[config.mk]
export PLATFORM = sky130hd
export DESIGN_NAME = half_add_sub_unit_flat
export DESIGN_NICKNAME = d
export VERILOG_FILES = /design/src/rtl/half_add_sub_if.sv /design/src/rtl/half_add_sub_unit.sv /design/src/flat_wrapper.sv
export SDC_FILE = /design/constraint.sdc
export NUM_CORES = 1
export LEC_CHECK = 0
export CORE_AREA = 2 2 39 41
export DETAILED_ROUTE_END_ITERATION = 8
export DIE_AREA = 0 0 41 43
export HOLD_SLACK_MARGIN = 0.03
export SLEW_MARGIN = 10
export SYNTH_ARGS = -nofsm -noshare
export SYNTH_HDL_FRONTEND = slang
export SYNTH_SLANG_ARGS = --single-unit
[constraint.sdc]
create_clock -name clk -period 0.8 [get_ports clk]
set_input_delay 0.16 -clock clk [delete_from_list [all_inputs] [get_ports clk]]
set_output_delay 0.16 -clock clk [all_outputs]
set_load 0.02 [all_outputs]
[src/rtl/half_add_sub_if.sv]
`default_nettype none
// ============================================================================
// Module   : half_add_sub_if
// Purpose  : Bundles the operand/result bus of half_add_sub_unit.
//            master drives operands and in_valid, slave returns results.
// Ports    : in_valid, a, b, a1, b1                     (master -> slave)
//            sum, carry, diff, borrow, carry_any,
//            borrow_any, out_valid                      (slave -> master)
// Revision : 1.0 - initial release
// ============================================================================
interface half_add_sub_if #(
  parameter int LANES = 1
);
  logic             in_valid;
  logic [LANES-1:0] a;
  logic [LANES-1:0] b;
  logic [LANES-1:0] a1;
  logic [LANES-1:0] b1;
  logic [LANES-1:0] sum;
  logic [LANES-1:0] carry;
  logic [LANES-1:0] diff;
  logic [LANES-1:0] borrow;
  logic             carry_any;
  logic             borrow_any;
  logic             out_valid;

  modport master (
    output in_valid, a, b, a1, b1,
    input  sum, carry, diff, borrow, carry_any, borrow_any, out_valid
  );

  modport slave (
    input  in_valid, a, b, a1, b1,
    output sum, carry, diff, borrow, carry_any, borrow_any, out_valid
  );
endinterface
`default_nettype wire

[src/rtl/half_add_sub_unit.sv]
`default_nettype none
// ============================================================================
// Module   : half_add_sub_unit
// Purpose  : LANES parallel registered half adders (a/b) and half
//            subtractors (a1/b1). Results are captured when in_valid is high
//            and flagged by out_valid one clock later; otherwise they hold.
// Ports    : clk    - rising-edge clock
//            rst_n  - asynchronous active-low reset
//            bus    - half_add_sub_if slave modport (operands in, results out)
// Revision : 1.0 - initial release
// ============================================================================
module half_add_sub_unit #(
  parameter int LANES = 1
) (
  input  logic          clk,
  input  logic          rst_n,
  half_add_sub_if.slave bus
);

  logic [LANES-1:0] sum_d,    sum_q;
  logic [LANES-1:0] carry_d,  carry_q;
  logic [LANES-1:0] diff_d,   diff_q;
  logic [LANES-1:0] borrow_d, borrow_q;
  logic             carry_any_d,  carry_any_q;
  logic             borrow_any_d, borrow_any_q;
  logic             out_valid_q;

  // Each lane is a self-contained cell; nothing crosses lane boundaries.
  genvar i;
  generate
    for (i = 0; i < LANES; i++) begin : g_lane
      assign sum_d[i]    = bus.a[i] ^ bus.b[i];
      assign carry_d[i]  = bus.a[i] & bus.b[i];
      assign diff_d[i]   = bus.a1[i] ^ bus.b1[i];
      assign borrow_d[i] = ~bus.a1[i] & bus.b1[i];
    end
  endgenerate

  // Summary flags are reduced from the next-state vectors so they describe
  // exactly the result set captured alongside them.
  assign carry_any_d  = |carry_d;
  assign borrow_any_d = |borrow_d;

  always_ff @(posedge clk or negedge rst_n) begin
    if (!rst_n) begin
      sum_q        <= '0;
      carry_q      <= '0;
      diff_q       <= '0;
      borrow_q     <= '0;
      carry_any_q  <= 1'b0;
      borrow_any_q <= 1'b0;
      out_valid_q  <= 1'b0;
    end else begin
      out_valid_q <= bus.in_valid;
      if (bus.in_valid) begin
        sum_q        <= sum_d;
        carry_q      <= carry_d;
        diff_q       <= diff_d;
        borrow_q     <= borrow_d;
        carry_any_q  <= carry_any_d;
        borrow_any_q <= borrow_any_d;
      end
    end
  end

  assign bus.sum        = sum_q;
  assign bus.carry      = carry_q;
  assign bus.diff       = diff_q;
  assign bus.borrow     = borrow_q;
  assign bus.carry_any  = carry_any_q;
  assign bus.borrow_any = borrow_any_q;
  assign bus.out_valid  = out_valid_q;

endmodule
`default_nettype wire

[src/flat_wrapper.sv]
// flat-port wrapper written by rule: the top's interface ports become plain ports
module half_add_sub_unit_flat 
#(
  parameter int LANES = 1
)
  (clk, rst_n, bus_in_valid, bus_a, bus_b, bus_a1, bus_b1, bus_sum, bus_carry, bus_diff, bus_borrow, bus_carry_any, bus_borrow_any, bus_out_valid);
  half_add_sub_if #(.LANES(LANES)) bus_i ();
  input  logic clk;
  input  logic rst_n;
  input wire logic [$bits(bus_i.in_valid)-1:0] bus_in_valid;
  input wire logic [$bits(bus_i.a)-1:0] bus_a;
  input wire logic [$bits(bus_i.b)-1:0] bus_b;
  input wire logic [$bits(bus_i.a1)-1:0] bus_a1;
  input wire logic [$bits(bus_i.b1)-1:0] bus_b1;
  output wire logic [$bits(bus_i.sum)-1:0] bus_sum;
  output wire logic [$bits(bus_i.carry)-1:0] bus_carry;
  output wire logic [$bits(bus_i.diff)-1:0] bus_diff;
  output wire logic [$bits(bus_i.borrow)-1:0] bus_borrow;
  output wire logic [$bits(bus_i.carry_any)-1:0] bus_carry_any;
  output wire logic [$bits(bus_i.borrow_any)-1:0] bus_borrow_any;
  output wire logic [$bits(bus_i.out_valid)-1:0] bus_out_valid;
  assign bus_i.in_valid = bus_in_valid;
  assign bus_i.a = bus_a;
  assign bus_i.b = bus_b;
  assign bus_i.a1 = bus_a1;
  assign bus_i.b1 = bus_b1;
  assign bus_sum = bus_i.sum;
  assign bus_carry = bus_i.carry;
  assign bus_diff = bus_i.diff;
  assign bus_borrow = bus_i.borrow;
  assign bus_carry_any = bus_i.carry_any;
  assign bus_borrow_any = bus_i.borrow_any;
  assign bus_out_valid = bus_i.out_valid;
  half_add_sub_unit #(.LANES(LANES)) u_core (.clk(clk), .rst_n(rst_n), .bus(bus_i));
endmodule
After elaboration in Yosys (flattened, before gate mapping)
Cells that the tools add are included.
{ "word_totals": {"register_bits": 5, "in_bits": 7} }
{ "classes": {"bitwise_logic": 5} }
{ "ops": {"columns": ["cell", "count"], "rows": [
  ["AND 1 bit", 2],
  ["bitwise XOR 1 bit", 2],
  ["inverter 1 bit", 1]
]} }

Longest topological paths before layout
Gate-level depths: netlist (run 1).
{ "depth": {"word_depth": 2, "ltp_mapped": 3} }

Worst setup path after synthesis (run 1)
OpenSTA, ideal clock, no wires.
{ "synth_path": {"path_kind": "reg-to-reg", "start": "register u_core.bus.borrow (netlist name)", "end": "register u_core.borrow_q (netlist: u_core.bus.borrow)", "setup_time_ns": 0.125, "arrival_ns": 0.714, "required_time_ns": 0.675, "path_slack_ns": -0.039, "stages_incl_launch_ff": 2, "path_buffers": 0, "synth_period_minus_slack_ns": 0.839, "path_cell_list": "dfrtp_1 mux2_2"} }
{ "synth_lines": {"columns": ["item", "line", "text"], "rows": [
  ["end signal: assignment", "half_add_sub_unit.sv:59", "borrow_q <= borrow_d;"],
  ["end: declaration", "half_add_sub_unit.sv:23", "logic [LANES-1:0] borrow_d, borrow_q;"]
]} }

==> reports/metrics.cfg, run 1 <==
[setup_path]
r2r-start=u_core.bus.carry
cp_slowest_stage_delay_ns=0.42
r2r_cells=2
criticalPathCategory=reg2out
cp_data_arrival_time_ns=0.80
critPathSlowestCell=dfrtp_2
cp-start-kind=flip-flop
r2r-end=u_core.bus.carry
crit_fanout=3
critical_path.endpoint_type=output pin
crit_required_ns=0.64
r2r_slack_ns=-0.11
path_buf_inv=1
cp_top_family=flip-flops
path_cells=buf_6

[power]
p_leak_nw=0.2028
seqPwrFrac_pct=38.1
clkPwrFrac_pct=36.0
p_int_uw=594.6
p_sw_uw=215.5
pwr_density_cell_nw_per_um2=1968
ir_drop_uv=487.6
total_power_uw=810.0
p_comb_share_pct=25.9
p_sw_share_pct=26.60

[global_route]
grt_usage_pct=7.972
grt_pass1_vias=207
antenna_found_initial=0
overflow=0
grt_first_pass_wirelength_um=814
grt_start_max_net_pins=6

[drt]
wl_per_cell_um=11.27
dr.pass1.iters=1
drc=0
wl_um=541
ant_nets=0
dr_total_vias=177
via_per_inst=3.688
first_iter_violations=0

[cells_and_area]
drive_gt1_share_pct=59.38
fin_util_pct=29.75
area_growth_pct=90.17
diodes=0
stdcell_count=48
nets=42

[yosys]
synthMuxAreaShare_pct=20.23
synth_top_area_share_pct=57.80
synthArstFlopShare_pct=100.0
synth_top_family_by_area=multiplexers
synth-simple-area-share_pct=0
synth_nets=24
yosys.area.top_type=dfrtp_1
synthAdderAreaFrac_pct=11.56
ys_seq_area_share_pct=57.80
synth_edf_count=0
synth.most_common_cell=dfrtp_1
synth.avg_cell_area_sq_um=14.43
synth_compound_area_share_pct=0
yosys.area_share.xor_xnor_pct=0
synth.area.top_cells=dfrtp_1 58%, mux2_2 16%, ha_1 12%, buf_4 6.9%, mux2i_1 4.6%
ys_warn_count=0
ys_ff_latch=5
synth_cell_types=6
synth_common_cells=5 x dfrtp_1, 3 x mux2_2, 2 x buf_4, 2 x ha_1, 2 x inv_1
netlist_instances=15
synth_area_sq_um=216.5
ys.flop_type=dfrtp_1

[die]
dieArea_sq_um=1763
core_area_sq_um=1384
rows=14
ios=14
start_util_pct=15.64
dieWidth_um=41
chipHeight_um=43

[clocking]
cts-root-buf=clkbuf_4
clock_latency_ns=0.24
cts_tree=built
cts_buffer_depth=2
clock_sinks=5
htree_num_levels=1
cts_buffers=3
path_clk_slew_ns=0.05

[run_status]
status=finished with violations
violations=setup timing

[timing]
drv_slew=0
fin_ws_ns=-0.1564
worstMarginPinSlew_ns=0.2306
slew_headroom_pct=84.58
period_share_pct=119.5
setup-violations-final=8
fin_crit_ns=0.9564
rsz0062_at_grt=true
hold_violations=0
finalClockSkew_ns=0
fmax_mhz=1046

[place]
pre_cts_slack_ns=-0.4382
portBuffers=13
place_congestion=0.5689
hpwl_um=429.2
placed_cells=43

[job]
drv_cap=0

[min_path]
hp-class=in2async

cells by family (layout without fill, tap and decap cells):
family	count (synthesis)	count (layout)
adders and majority gates	2	2
buffers and inverters	4	21
DFF	5	5
muxes	4	4
power groups by stage:
stage | logic, mW | clock network (mW) | registers (mW)
floorplan | 0.0550 | 0 | 0.336
global placement | 0.194 | 0 | 0.301
detailed placement | 0.198 | 0 | 0.304
CTS | 0.214 | 0.311 | 0.310
global route | 0.226 | 0.329 | 0.313
finish | 0.210 | 0.292 | 0.309
final cells by class:
type                    instances  area (sq um)
flip-flops and latches          5         128.9
multi-input cells               6         75.07
repair buffers                 15         153.9
fillers                       146         972.2
well taps                      16         20.02
inverters                       2         7.507
clock buffers                   4         26.28
routing by layer:
layer	track usage (%)	part of all wire (%)	vias to the layer above
met4	8.000	0	0
met3	5.236	14	0
met5	0	0	-
li1	-	-	83
met1	6.863	41	80
met2	11.25	44	14
how the worst max path moves through the flow:
stage                       from                 to  slack (ns)  cells after the start
2_1_floorplan  u_core.bus.borrow  u_core.bus.borrow       -0.02                      1
3_3_place_gp               bus_a     u_core.bus.sum       -0.44                      3
3_5_place_dp               bus_b     u_core.bus.sum       -0.44                      3
4_1_cts        u_core.bus.borrow     bus_borrow_any       -0.17                      1
5_1_grt        u_core.bus.borrow         bus_borrow       -0.18                      1
6_report       u_core.bus.borrow     bus_borrow_any       -0.16                      1
placed cells by master, fill, tap and decap left out:
| master | n |
|---|---|
| ha_1 | 1 |
| clkbuf_4 | 3 |
| clkdlybuf4s50_1 | 1 |
| clkdlybuf4s15_1 | 2 |
| mux2i_1 | 1 |
| buf_4 | 1 |
| dfrtp_2 | 3 |
| dlygate4sd2_1 | 3 |
| clkbuf_1 | 1 |
| ha_2 | 1 |
| dfrtp_1 | 2 |
| mux2_2 | 2 |
| buf_6 | 8 |
| inv_1 | 2 |
| mux2_4 | 1 |
flip-flops by register name (all words and copies together) (netlist names):
| register | flops |
|---|---|
| u_core.bus.carry | 1 |
| u_core.bus.out_valid | 1 |
| u_core.bus.sum | 1 |
| u_core.bus.diff | 1 |
| u_core.bus.borrow | 1 |
per-stage QoR:
step                      hold WS (ns)  TNS (ns)  instance area, sq um
after CTS                       0.1374    -1.200                 410.4
after floorplan                -0.1356  -0.05433                 220.2
after global placement          0.3936    -3.717                 362.8
final                           0.1395    -1.093                 411.6
after global routing            0.1473    -1.339                 411.6
after detailed placement        0.4058    -3.855                 362.8
what timing repair did:
| action | 4_1_cts | 5_1_grt |
|---|---|---|
| gates cloned | 0 | 0 |
| setup buffers | 1 | 0 |
| pin swaps | 1 | 1 |
| hold buffers | 0 | 0 |
| endpoints found under the hold margin | 0 | 0 |
| setup endpoints to repair | 11 | 10 |
| resized for setup | 51 | 1 |
Note: power is estimated with default switching activity, not from simulation.
==> inputs of run 2 (changes only) <==
SETUP_SLACK_MARGIN = 0.1   (was unset)
==> reports/metrics.cfg, run 2 (synthesis results as in run 1) <==
[timing]
rsz0062_at_grt=true
setup-violations-final=8
hold_violations=0
fin_crit_ns=0.9564
slew_headroom_pct=84.53
period_share_pct=119.5
drv_slew=0
worstMarginPinSlew_ns=0.2314
finalClockSkew_ns=0
fin_ws_ns=-0.1564
fmax_mhz=1046

[min_path]
hp-class=in2async

[drt]
wl_per_cell_um=11.31
ant_nets=0
dr_total_vias=178
wl_um=543
dr.pass1.iters=1
drc=0
first_iter_violations=0
via_per_inst=3.708

[cells_and_area]
area_growth_pct=90.17
nets=42
drive_gt1_share_pct=59.38
layout_commonest_cell=buf_6
fin_area_sq_um=411.6
diodes=0
layout_common_cells=8 x buf_6, 3 x clkbuf_4, 3 x dlygate4sd2_1, 3 x dfrtp_2

[die]
ios=14
chipHeight_um=43
rows=14
start_util_pct=15.64
dieArea_sq_um=1763
dieWidth_um=41
core_area_sq_um=1384

[place]
pre_cts_slack_ns=-0.4382
postPlaceCellArea_sq_um=362.8
portBuffers=13
place_congestion=0.5689
hpwl_um=429.2

[setup_path]
path_buf_inv=1
crit_required_ns=0.64
cp_slowest_stage_delay_ns=0.42
cp_data_arrival_time_ns=0.80
r2r_slack_ns=-0.11
critPathSlowestCell=dfrtp_2
cp_top_family=flip-flops
path_cells=buf_6
r2r-end=u_core.bus.carry
criticalPathCategory=reg2out
crit_fanout=3
critical_path.endpoint_type=output pin
r2r_cells=2
r2r-start=u_core.bus.carry
cp-start-kind=flip-flop

[global_route]
grt_pass1_vias=207
grt_usage_pct=7.972
grt_first_pass_wirelength_um=814
grt_start_max_net_pins=6
antenna_found_initial=0
overflow=0

[clocking]
clock_latency_ns=0.24
cts_hold_repair.buffers=0
path_clk_slew_ns=0.05
cts_buffers=3
clock_sinks=5
htree_num_levels=1
cts_buffer_depth=2
cts-root-buf=clkbuf_4
cts_tree=built

[power]
p_leak_nw=0.2028
pwr_density_cell_nw_per_um2=1968
ir_drop_uv=487.6

[run_status]
status=finished with violations
violations=setup timing

[job]
drv_cap=0

[run 2: worst max path at each step]
stage	startpoint	endpoint	slack, ns	cells past startpoint
global placement	bus_a	u_core.bus.sum	-0.44	3
finish	u_core.bus.borrow	bus_borrow_any	-0.16	1
CTS	u_core.bus.borrow	bus_borrow_any	-0.17	1
global route	u_core.bus.borrow	bus_borrow	-0.18	1
detailed placement	bus_b	u_core.bus.sum	-0.44	3
floorplan	u_core.bus.borrow	u_core.bus.borrow	-0.02	1
[run 2: power breakdown]
| part | total (mW) | leakage (nW) | internal (mW) | switching (mW) |
|---|---|---|---|---|
| Combinational | 0.210 | 0.131 | 0.122 | 0.0876 |
| Clock | 0.292 | 0.0150 | 0.189 | 0.103 |
| Sequential | 0.309 | 0.0571 | 0.284 | 0.0248 |
[run 2: cell type report]
cell class	count	area [sq um]
Fill cell	146	972.2
Timing Repair Buffer	15	153.9
Sequential cell	5	128.9
Multi-Input combinational cell	6	75.07
Clock buffer	4	26.28
Tap cell	16	20.02
Inverter	2	7.507
[run 2: per-layer routing]
metal / global-route usage [%] / up-vias / wire (um)
met5: 0 / - / 0
met4: 8.000 / 0 / 0
met3: 5.236 / 0 / 77
met2: 11.25 / 14 / 238
met1: 6.863 / 81 / 227
li1: - / 83 / -
[run 2: what timing repair did]
action | CTS | global route
setup buffers | 1 | 0
resized for setup | 52 | 0
setup endpoints to repair | 11 | 11
pin swaps | 1 | 0
[run 2: per-stage QoR]
| stage | TNS (ns) | hold WS, ns | utilization [%] | total power [mW] | cells |
|---|---|---|---|---|---|
| 2_1_floorplan | -0.05433 | -0.1356 | - | 0.3905 | 15 |
| 3_3_place_gp | -3.717 | 0.3936 | 26.22 | 0.4954 | 43 |
| 3_5_place_dp | -3.855 | 0.4058 | 26.22 | 0.5022 | 43 |
| 4_1_cts | -1.200 | 0.1374 | 29.75 | 0.8351 | 48 |
| 5_1_grt | -1.339 | 0.1473 | 29.75 | 0.8685 | 48 |
| 6_report | -1.093 | 0.1398 | 29.75 | 0.8101 | 48 |
